===== src/rtl/calc_mem_arbiter.sv =====
// Round-robin arbiter with lock for the calculator's shared single-port SRAM; 1-cycle issue, read data back 2 cycles after handshake.
// Ready is combinational per requester; responses cannot be back-pressured and return in issue order.
package calculator_pkg;
  localparam int ADDR_W        = 8;
  localparam int MEM_WORD_SIZE = 64;
endpackage

module calc_mem_arbiter #(
  parameter int ADDR_W        = calculator_pkg::ADDR_W,
  parameter int MEM_WORD_SIZE = calculator_pkg::MEM_WORD_SIZE
) (
  input  logic                     clk_i,
  input  logic                     rst_ni,
  input  logic                     req_0_valid_i,
  input  logic                     req_0_we_i,
  input  logic                     req_0_lock_i,
  input  logic [ADDR_W-1:0]        req_0_addr_i,
  input  logic [MEM_WORD_SIZE-1:0] req_0_wdata_i,
  output logic                     req_0_ready_o,
  output logic                     rsp_0_valid_o,
  output logic [MEM_WORD_SIZE-1:0] rsp_0_rdata_o,
  input  logic                     req_1_valid_i,
  input  logic                     req_1_we_i,
  input  logic                     req_1_lock_i,
  input  logic [ADDR_W-1:0]        req_1_addr_i,
  input  logic [MEM_WORD_SIZE-1:0] req_1_wdata_i,
  output logic                     req_1_ready_o,
  output logic                     rsp_1_valid_o,
  output logic [MEM_WORD_SIZE-1:0] rsp_1_rdata_o,
  output logic                     mem_read_o,
  output logic                     mem_write_o,
  output logic [ADDR_W-1:0]        mem_addr_o,
  output logic [MEM_WORD_SIZE-1:0] mem_wdata_o,
  input  logic [MEM_WORD_SIZE-1:0] mem_rdata_i
);

  typedef struct packed {
    logic                     we;
    logic                     lock;
    logic [ADDR_W-1:0]        addr;
    logic [MEM_WORD_SIZE-1:0] wdata;
  } mem_req_t;

  mem_req_t   req [2];
  mem_req_t   win_req;
  logic [1:0] req_vld;
  logic       last_q;
  logic       lock_act_q;
  logic       lock_own_q;
  logic       win;
  logic       win_vld;
  logic       issue;
  logic [1:0] rd_vld_q;
  logic [1:0] rd_own_q;

  assign req[0]  = {req_0_we_i, req_0_lock_i, req_0_addr_i, req_0_wdata_i};
  assign req[1]  = {req_1_we_i, req_1_lock_i, req_1_addr_i, req_1_wdata_i};
  assign req_vld = {req_1_valid_i, req_0_valid_i};

  // While locked only the owner may win, even when it has nothing pending.
  always_comb begin
    win     = 1'b0;
    win_vld = 1'b0;
    if (lock_act_q) begin
      win     = lock_own_q;
      win_vld = req_vld[lock_own_q];
    end else begin
      win_vld = |req_vld;
      win     = (&req_vld) ? ~last_q : req_vld[1];
    end
  end

  assign issue         = win_vld & rst_ni;
  assign req_0_ready_o = issue & ~win;
  assign req_1_ready_o = issue & win;
  assign win_req       = req[win];

  always_ff @(posedge clk_i or negedge rst_ni) begin
    if (!rst_ni) begin
      last_q      <= 1'b1;
      lock_act_q  <= 1'b0;
      lock_own_q  <= 1'b0;
      mem_read_o  <= 1'b1;
      mem_write_o <= 1'b1;
      mem_addr_o  <= '0;
      mem_wdata_o <= '0;
      rd_vld_q    <= '0;
      rd_own_q    <= '0;
    end else begin
      mem_read_o  <= 1'b1;
      mem_write_o <= 1'b1;
      if (issue) begin
        last_q      <= win;
        lock_act_q  <= win_req.lock;
        lock_own_q  <= win;
        mem_addr_o  <= win_req.addr;
        mem_wdata_o <= win_req.wdata;
        mem_write_o <= ~win_req.we;
        mem_read_o  <= win_req.we;
      end
      // Stage 0 tags the SRAM access cycle, stage 1 the data-return cycle.
      rd_vld_q <= {rd_vld_q[0], issue & ~win_req.we};
      rd_own_q <= {rd_own_q[0], win};
    end
  end

  assign rsp_0_valid_o = rd_vld_q[1] & ~rd_own_q[1];
  assign rsp_1_valid_o = rd_vld_q[1] & rd_own_q[1];
  assign rsp_0_rdata_o = mem_rdata_i;
  assign rsp_1_rdata_o = mem_rdata_i;

endmodule


===== config.mk =====
export PLATFORM = sky130hd
export DESIGN_NAME = calc_mem_arbiter
export DESIGN_NICKNAME = d
export VERILOG_FILES = /design/src/rtl/calc_mem_arbiter.sv
export SDC_FILE = /design/constraint.sdc
export NUM_CORES = 1
export LEC_CHECK = 0
export CAP_MARGIN = 10
export CELL_PAD_IN_SITES_DETAIL_PLACEMENT = 2
export CELL_PAD_IN_SITES_GLOBAL_PLACEMENT = 2
export CORE_UTILIZATION = 17
export DETAILED_ROUTE_END_ITERATION = 16
export GPL_ROUTABILITY_DRIVEN = 0
export MAX_ROUTING_LAYER = met4
export PLACE_DENSITY = 0.95
export SETUP_SLACK_MARGIN = 0.5
export SLEW_MARGIN = 25
export SYNTH_ARGS = -nofsm -noshare
export SYNTH_HDL_FRONTEND = slang
export SYNTH_SLANG_ARGS = --single-unit

===== constraint.sdc =====
create_clock -name clk_i -period 2.6 [get_ports clk_i]
set_input_delay 0.65 -clock clk_i [delete_from_list [all_inputs] [get_ports clk_i]]
set_output_delay 0.65 -clock clk_i [all_outputs]
set_load 0.02 [all_outputs]

==> metrics, run 1 <==
Max IR drop VDD=0.0004563 V; Yosys Warn Count=0; routed vias=3702; synthesized flop and latch total=81; Crit Path Class=flip-flop to primary output; hold_buf cts=0; XOR/XNOR Fraction of Synth Area=0%; sequential-to-total area share from yosys stat=43.16%; initial DRC count=91; Pwr Density=975.5 mW/mm2; Placement Cell Area=0.006549 mm2; Die Ht=168.4 um; Mapped Cells=478; slowest CP cell=clkdlybuf4s50_1; Core ar.=0.02703 mm2; Inst Count DP=920; detailed-route DRC error count=0; CP bufs+invs=1; CP startpoint kind=flip-flop; required time of the critical path=1.95 ns; Worst-Margin Slew=0.9040 ns; post-synthesis cell type count=22; CTS H-Tree Depth=3; Max Fclk=0.4919 GHz; Total Routing Usage GR=11.31%; worst r2r dst=lock_own_q; largest net degree at the start of global routing=67; DRT Pass-1 Iters=3; synth top area cells=dfrtp_1, buf_4, mux2i_1; site row count=60; worst reg2reg setup slack=0.60 ns; CTS clock-pin slew for the worst setup and hold paths=0.08 ns; pre-CTS setup slack=-0.2782 ns; R2R cell count=11; CP Cell Sequence=clkdlybuf4s50_1; Final Non-Filler Cells=945; Port Buffer Count=229; Initial Util=17.41%; Final Util=25.61%; HPWL after DPL=11960 um; max-slew violation count=0; largest family of logic cells by synthesized area=buffers and inverters; clk sink count=81; final WL=15670 um; period utilization=78.20%; vias in the first global route=4237; fraction of layout cells with a size suffix above 1=10.93%; syn avg cell area=9.842 um2; max_slew headroom=39.73%; Synth Area in Simple Gates=7.261%; Tightest Hold Check Type=primary input to asynchronous set/reset pin; CTS tree=built; # diodes=0; cell taking the most area after synthesis=dfrtp_1; WL per Instance=16.58 um; Syn Nets=694; Post-Synth Adder-Cell Area=0%; grt ovf=0; TritonCTS Buffers=9; Final ANT Viol Nets=0; Synth Area in Compound Gates=9.096%; setup violators final=0; initial antenna violation count=0; RSZ-0062 raised after global routing=false; Syn Std Cell Area=0.004705 mm2; area grow syn2layout=47.10%; leakage power=0.003081 uW; status=complete, no violations; DR vias/cell=3.917; Final Cell Area=0.006920 mm2; area of the die=0.02834 mm2; crit path max fanout=2; Period minus WS final=2.033 ns; post-route setup slack=0.5669 ns; Synth top area share=41.49%; clk buf depth=2; Worst-Skew Late Latency=0.35 ns; cell family with most CP delay=buffers and inverters; io pins=422; arrival time worst endpoint=1.38 ns; Critical R2R Launch=lock_act_q; CTS root buffer=clkbuf_16; Hold Vio Cnt, Final=0; post-synthesis mux area share=15.74%; CP max stage delay=0.64 ns; Max-Cap Viols=0; global-route wire length before repair=23340 um; Die Wd=168.4 um; NumNets Final=815; Crit. End Element=primary output; Layout Skew=0.01094 ns
-- stage by stage --
stage          hold WS, ns  total power [uW]  TNS (ns)
2_1_floorplan       0.3312              4016         0
5_1_grt             0.3251              7167         0
3_5_place_dp        0.3410              5487   -0.3937
4_1_cts             0.3081              6879         0
6_report            0.3174              6751         0
3_3_place_gp        0.3325              5334   -0.2992
-- where the power goes --
part           switching (uW)  total [uW]  internal, uW
combinational            1690        3390          1700
sequential                296        2040          1750
clock                     634        1310           678
total                    2620        6750          4130
-- cell usage in the layout, fill, tap and decap left out, types with 2 or more instances in the layout --
cell,netlist,routed
nand2_1,76,76
inv_6,0,2
buf_4,135,28
buf_12,0,6
a21oi_1,2,2
dlygate4sd2_1,0,4
clkbuf_16,0,9
o21ai_1,49,49
buf_6,8,2
dlymetal6s2s_1,0,2
nor2_1,5,4
inv_8,0,2
dfrtp_1,78,76
clkinvlp_4,0,2
o21ai_0,24,24
clkbuf_2,5,2
and2_1,2,2
clkdlybuf4s50_1,0,218
mux2i_1,74,74
nand2b_1,2,2
dfrtp_2,0,2
nor2b_1,2,2
dfstp_2,3,3
inv_1,3,3
-- worst max-delay path by stage --
| stage | depth (start not counted) | from | end |
|---|---|---|---|
| floorplan | 3 | req_1_valid_i | req_0_ready_o |
| global placement | 5 | req_1_valid_i | req_0_ready_o |
| detailed placement | 5 | req_0_valid_i | req_0_ready_o |
| CTS | 5 | req_0_valid_i | req_0_ready_o |
| global route | 4 | lock_act_q | req_0_ready_o |
| finish | 1 | mem_wdata_o[14] | mem_wdata_o[14] |
-- what timing repair did --
action                                  CTS  global route
resized for setup                        18            11
pin swaps                                 1             1
cloned                                    0             0
buffers inserted                          7             2
endpoints found under the setup margin   61             6
-- layer usage --
metal	vias to the layer above	wire (um)	global-route usage, %
li1	1700	-	-
met1	1738	5570	10.60
met2	197	8095	19.90
met3	67	1184	3.503
met4	0	816	7.549
met5	-	0	-
-- area by class of cell --
class                           count  area (um2)
Timing Repair Buffer              263        2610
Multi-Input combinational cell    241        1543
Inverter                            3       11.26
Clock buffer                        9       225.2
Sequential cell                    81        2033
Clock inverter                      7       71.32
Tap cell                          341       426.7
Fill cell                        3015       20110
-- logic make-up after synthesis --
| family | count (synthesis) |
|---|---|
| buf+inv | 156 |
| flops | 81 |
| compound gates | 80 |
| mux | 74 |
| simple gates | 87 |
-- registers in the layout (all words and copies together), names as in the netlist --
name	flops
rd_own_q	2
mem_write_o	1
mem_read_o	1
lock_act_q	1
lock_own_q	1
mem_addr_o	8
rd_vld_q	2
last_q	1
mem_wdata_o	64
-- synthesized netlist by cell type --
master and number:
clkbuf_2 5, inv_1 3, buf_4 135, dfstp_2 3
o221a_2 1, buf_6 8, o21ai_1 49, mux2i_1 74
a21oi_1 2, nor2b_1 2, o221ai_1 1, clkbuf_1 1
nand2b_1 2, o21ai_0 24, dfrtp_1 78, o311ai_0 1
a21boi_2 1, and2_1 2, a22oi_2 1, nand2_1 76
nor2_1 5, buf_2 4
Note: power is estimated with default switching activity, not from simulation.
==> run 2: changes to the inputs <==
--- a/config.mk
+++ b/config.mk
@@ -8,11 +8,11 @@
 export CAP_MARGIN = 10
 export CELL_PAD_IN_SITES_DETAIL_PLACEMENT = 2
 export CELL_PAD_IN_SITES_GLOBAL_PLACEMENT = 2
-export CORE_UTILIZATION = 17
+export CORE_UTILIZATION = 16
 export DETAILED_ROUTE_END_ITERATION = 16
 export GPL_ROUTABILITY_DRIVEN = 0
 export MAX_ROUTING_LAYER = met4
-export PLACE_DENSITY = 0.95
+export PLACE_DENSITY = 0.92
 export SETUP_SLACK_MARGIN = 0.5
 export SLEW_MARGIN = 25
 export SYNTH_ARGS = -nofsm -noshare
==> constraint.sdc (replaced) <==
create_clock -name clk_i -period 2 [get_ports clk_i]
set_input_delay 0.5 -clock clk_i [delete_from_list [all_inputs] [get_ports clk_i]]
set_output_delay 0.5 -clock clk_i [all_outputs]
set_load 0.02 [all_outputs]
==> run 2 against run 1 <==
Against the previous run:
- critical path depth rose by 3
- clock skew is 0.0018 ns higher
- sequential share of layout area down 1.5 points
- via count increased by 5.3%
- routed wire length is 19% higher
- hold slack worse by 0.12 ns
- register-to-register slack got worse by 0.42 ns
- sequential power rose by 29%
- die area rose by 6.2%
==> metrics, run 2 (synthesis results as in run 1) <==
NumNets Final=839; max_slew headroom=55.61%; hold_buf cts=0; largest net degree at the start of global routing=48; Largest Register=mem_wdata_o; Critical R2R Launch=lock_act_q; required time of the critical path=1.50 ns; site row count=62; DRT Pass-1 Iters=3; setup violators final=0; routed vias=3898; Tightest Hold Check Type=primary input to asynchronous set/reset pin; crit path max fanout=5; max FFs per register=64; largest registers=mem_wdata_o (64), mem_addr_o (8); final WL=18600 um; slowest CP cell=dfrtp_2; CP Cell Sequence=a21boi_4, o311ai_2, inv_1, buf_6; area grow syn2layout=55.24%; Core ar.=0.02878 mm2; Inst Count DP=961; worst reg2reg setup slack=0.18 ns; CTS root buffer=clkbuf_16; Pwr Density=1271 mW/mm2; Final Cell Area=0.007303 mm2; Die Ht=173.5 um; RSZ-0062 raised after global routing=true; CTS H-Tree Depth=3; Worst-Skew Late Latency=0.34 ns; status=complete, no violations; R2R cell count=8; io pins=422; Placement Cell Area=0.006583 mm2; Total Routing Usage GR=12.26%; initial DRC count=54; clk sink count=81; Worst-Margin Slew=0.6658 ns; detailed-route DRC error count=0; clk buf depth=2; CP startpoint kind=flip-flop; HPWL after DPL=12620 um; grt ovf=0; DR vias/cell=3.848; initial antenna violation count=1; Layout Skew=0.01278 ns; TritonCTS Buffers=9; most frequent cells in the layout=clkdlybuf4s50_1, nand2_1, dfrtp_1, buf_2, o21ai_1; Crit. End Element=primary output; Period minus WS final=1.833 ns; global-route wire length before repair=26940 um; Port Buffer Count=229; vias in the first global route=4586; max-slew violation count=0; arrival time worst endpoint=1.33 ns; CTS clock-pin slew for the worst setup and hold paths=0.07 ns; area of the die=0.03009 mm2; CP max stage delay=0.47 ns; Initial Util=16.35%; period utilization=91.63%; Crit Path Class=flip-flop to primary output; leakage power=0.003334 uW; worst r2r dst=mem_wdata_o[37]; Max-Cap Viols=0; Die Wd=173.5 um; fraction of layout cells with a size suffix above 1=30.41%; Max IR drop VDD=0.0004179 V; CTS tree=built; Hold Vio Cnt, Final=0; commonest non-fill, non-tap cell in the layout=clkdlybuf4s50_1; Max Fclk=0.5457 GHz; WL per Instance=18.36 um; Final Non-Filler Cells=1013; Final ANT Viol Nets=0
-- run 2: cell count changes in the layout (fill, tap and decap cells not counted), moves of 4 or more --
cell,delta
buf_12,+5
o21ai_1,+9
mux2i_1,-17
dlygate4sd2_1,-4
o21ai_0,-11
clkdlybuf4s50_1,-70
mux2i_4,+7
buf_2,+69
buf_16,+7
mux2i_2,+10
buf_4,-5
buf_6,+16
-- run 2: worst max path at each step --
stage	from	endpoint	slack (ns)	cells past startpoint
3_5_place_dp	req_0_valid_i	req_0_ready_o	-0.56	5
4_1_cts	lock_act_q	req_0_ready_o	0.15	3
3_3_place_gp	req_0_valid_i	req_0_ready_o	-0.51	5
5_1_grt	lock_act_q	mem_wdata_o[37]	0.1	8
2_1_floorplan	req_1_valid_i	req_0_ready_o	0.50	3
6_report	lock_act_q	req_0_ready_o	0.17	4
-- run 2: routing by layer --
layer | up-vias | track usage [%] | wire length [um]
met5 | - | - | 0
met4 | 0 | 6.195 | 667
met3 | 56 | 4.759 | 1552
met2 | 210 | 22.12 | 10030
met1 | 1888 | 11.13 | 6349
li1 | 1744 | - | -
-- run 2: critical path: cells and delay by family (launching register included) --
| kind | cells | cell delay [ns] |
|---|---|---|
| AOI/OAI and AO/OA | 2 | 0.27 |
| buffers and inverters | 2 | 0.27 |
| DFF | 1 | 0.47 |
-- run 2: cell type report --
class | count | area (um2)
Fill cell | 3188 | 21480
Timing Repair Buffer | 287 | 2773
Inverter | 3 | 11.26
Sequential cell | 81 | 2033
Multi-Input combinational cell | 241 | 1718
Tap cell | 384 | 480.5
Antenna cell | 1 | 2.502
Clock inverter | 4 | 28.78
Clock buffer | 12 | 256.5
-- run 2: stage by stage --
step / hold WS (ns) / total power (uW) / TNS (ns) / util [%] / setup WS, ns
4_1_cts: 0.2039 / 9306 / 0 / 25.04 / 0.1536
6_report: 0.1977 / 9286 / 0 / 25.38 / 0.1674
5_1_grt: 0.2208 / 9836 / 0 / 25.38 / 0.09619
2_1_floorplan: 0.2044 / 5305 / 0 / - / 0.5016
3_3_place_gp: 0.3342 / 6937 / -18.55 / 22.87 / -0.5070
3_5_place_dp: 0.3418 / 7155 / -23.14 / 22.87 / -0.5582
-- run 2: timing repair --
action | in CTS | in global routing
setup buffers | 19 | 7
gates cloned | 5 | 4
gates resized for setup | 378 | 34
pin swaps | 6 | 2
endpoints found under the hold margin | 0 | 0
endpoints found under the setup margin | 156 | 101
-- run 2: where the power goes --
part / internal [uW] / total [uW] / switching (uW)
clock: 911 / 1620 / 708
sequential: 2280 / 2640 / 364
combinational: 2440 / 5030 / 2580
total: 5630 / 9290 / 3650
==> run 3: changes to the inputs <==
--- a/config.mk
+++ b/config.mk
@@ -5,10 +5,12 @@
 export SDC_FILE = /design/constraint.sdc
 export NUM_CORES = 1
 export LEC_CHECK = 0
+export ABC_CLOCK_PERIOD_IN_PS = 2000
 export CAP_MARGIN = 10
 export CELL_PAD_IN_SITES_DETAIL_PLACEMENT = 2
 export CELL_PAD_IN_SITES_GLOBAL_PLACEMENT = 2
 export CORE_UTILIZATION = 16
+export CTS_CLUSTER_SIZE = 28
 export DETAILED_ROUTE_END_ITERATION = 16
 export GPL_ROUTABILITY_DRIVEN = 0
 export MAX_ROUTING_LAYER = met4
==> results of run 3 <==
Same layout as run 2: the final DEF is identical, and so are final timing and power.
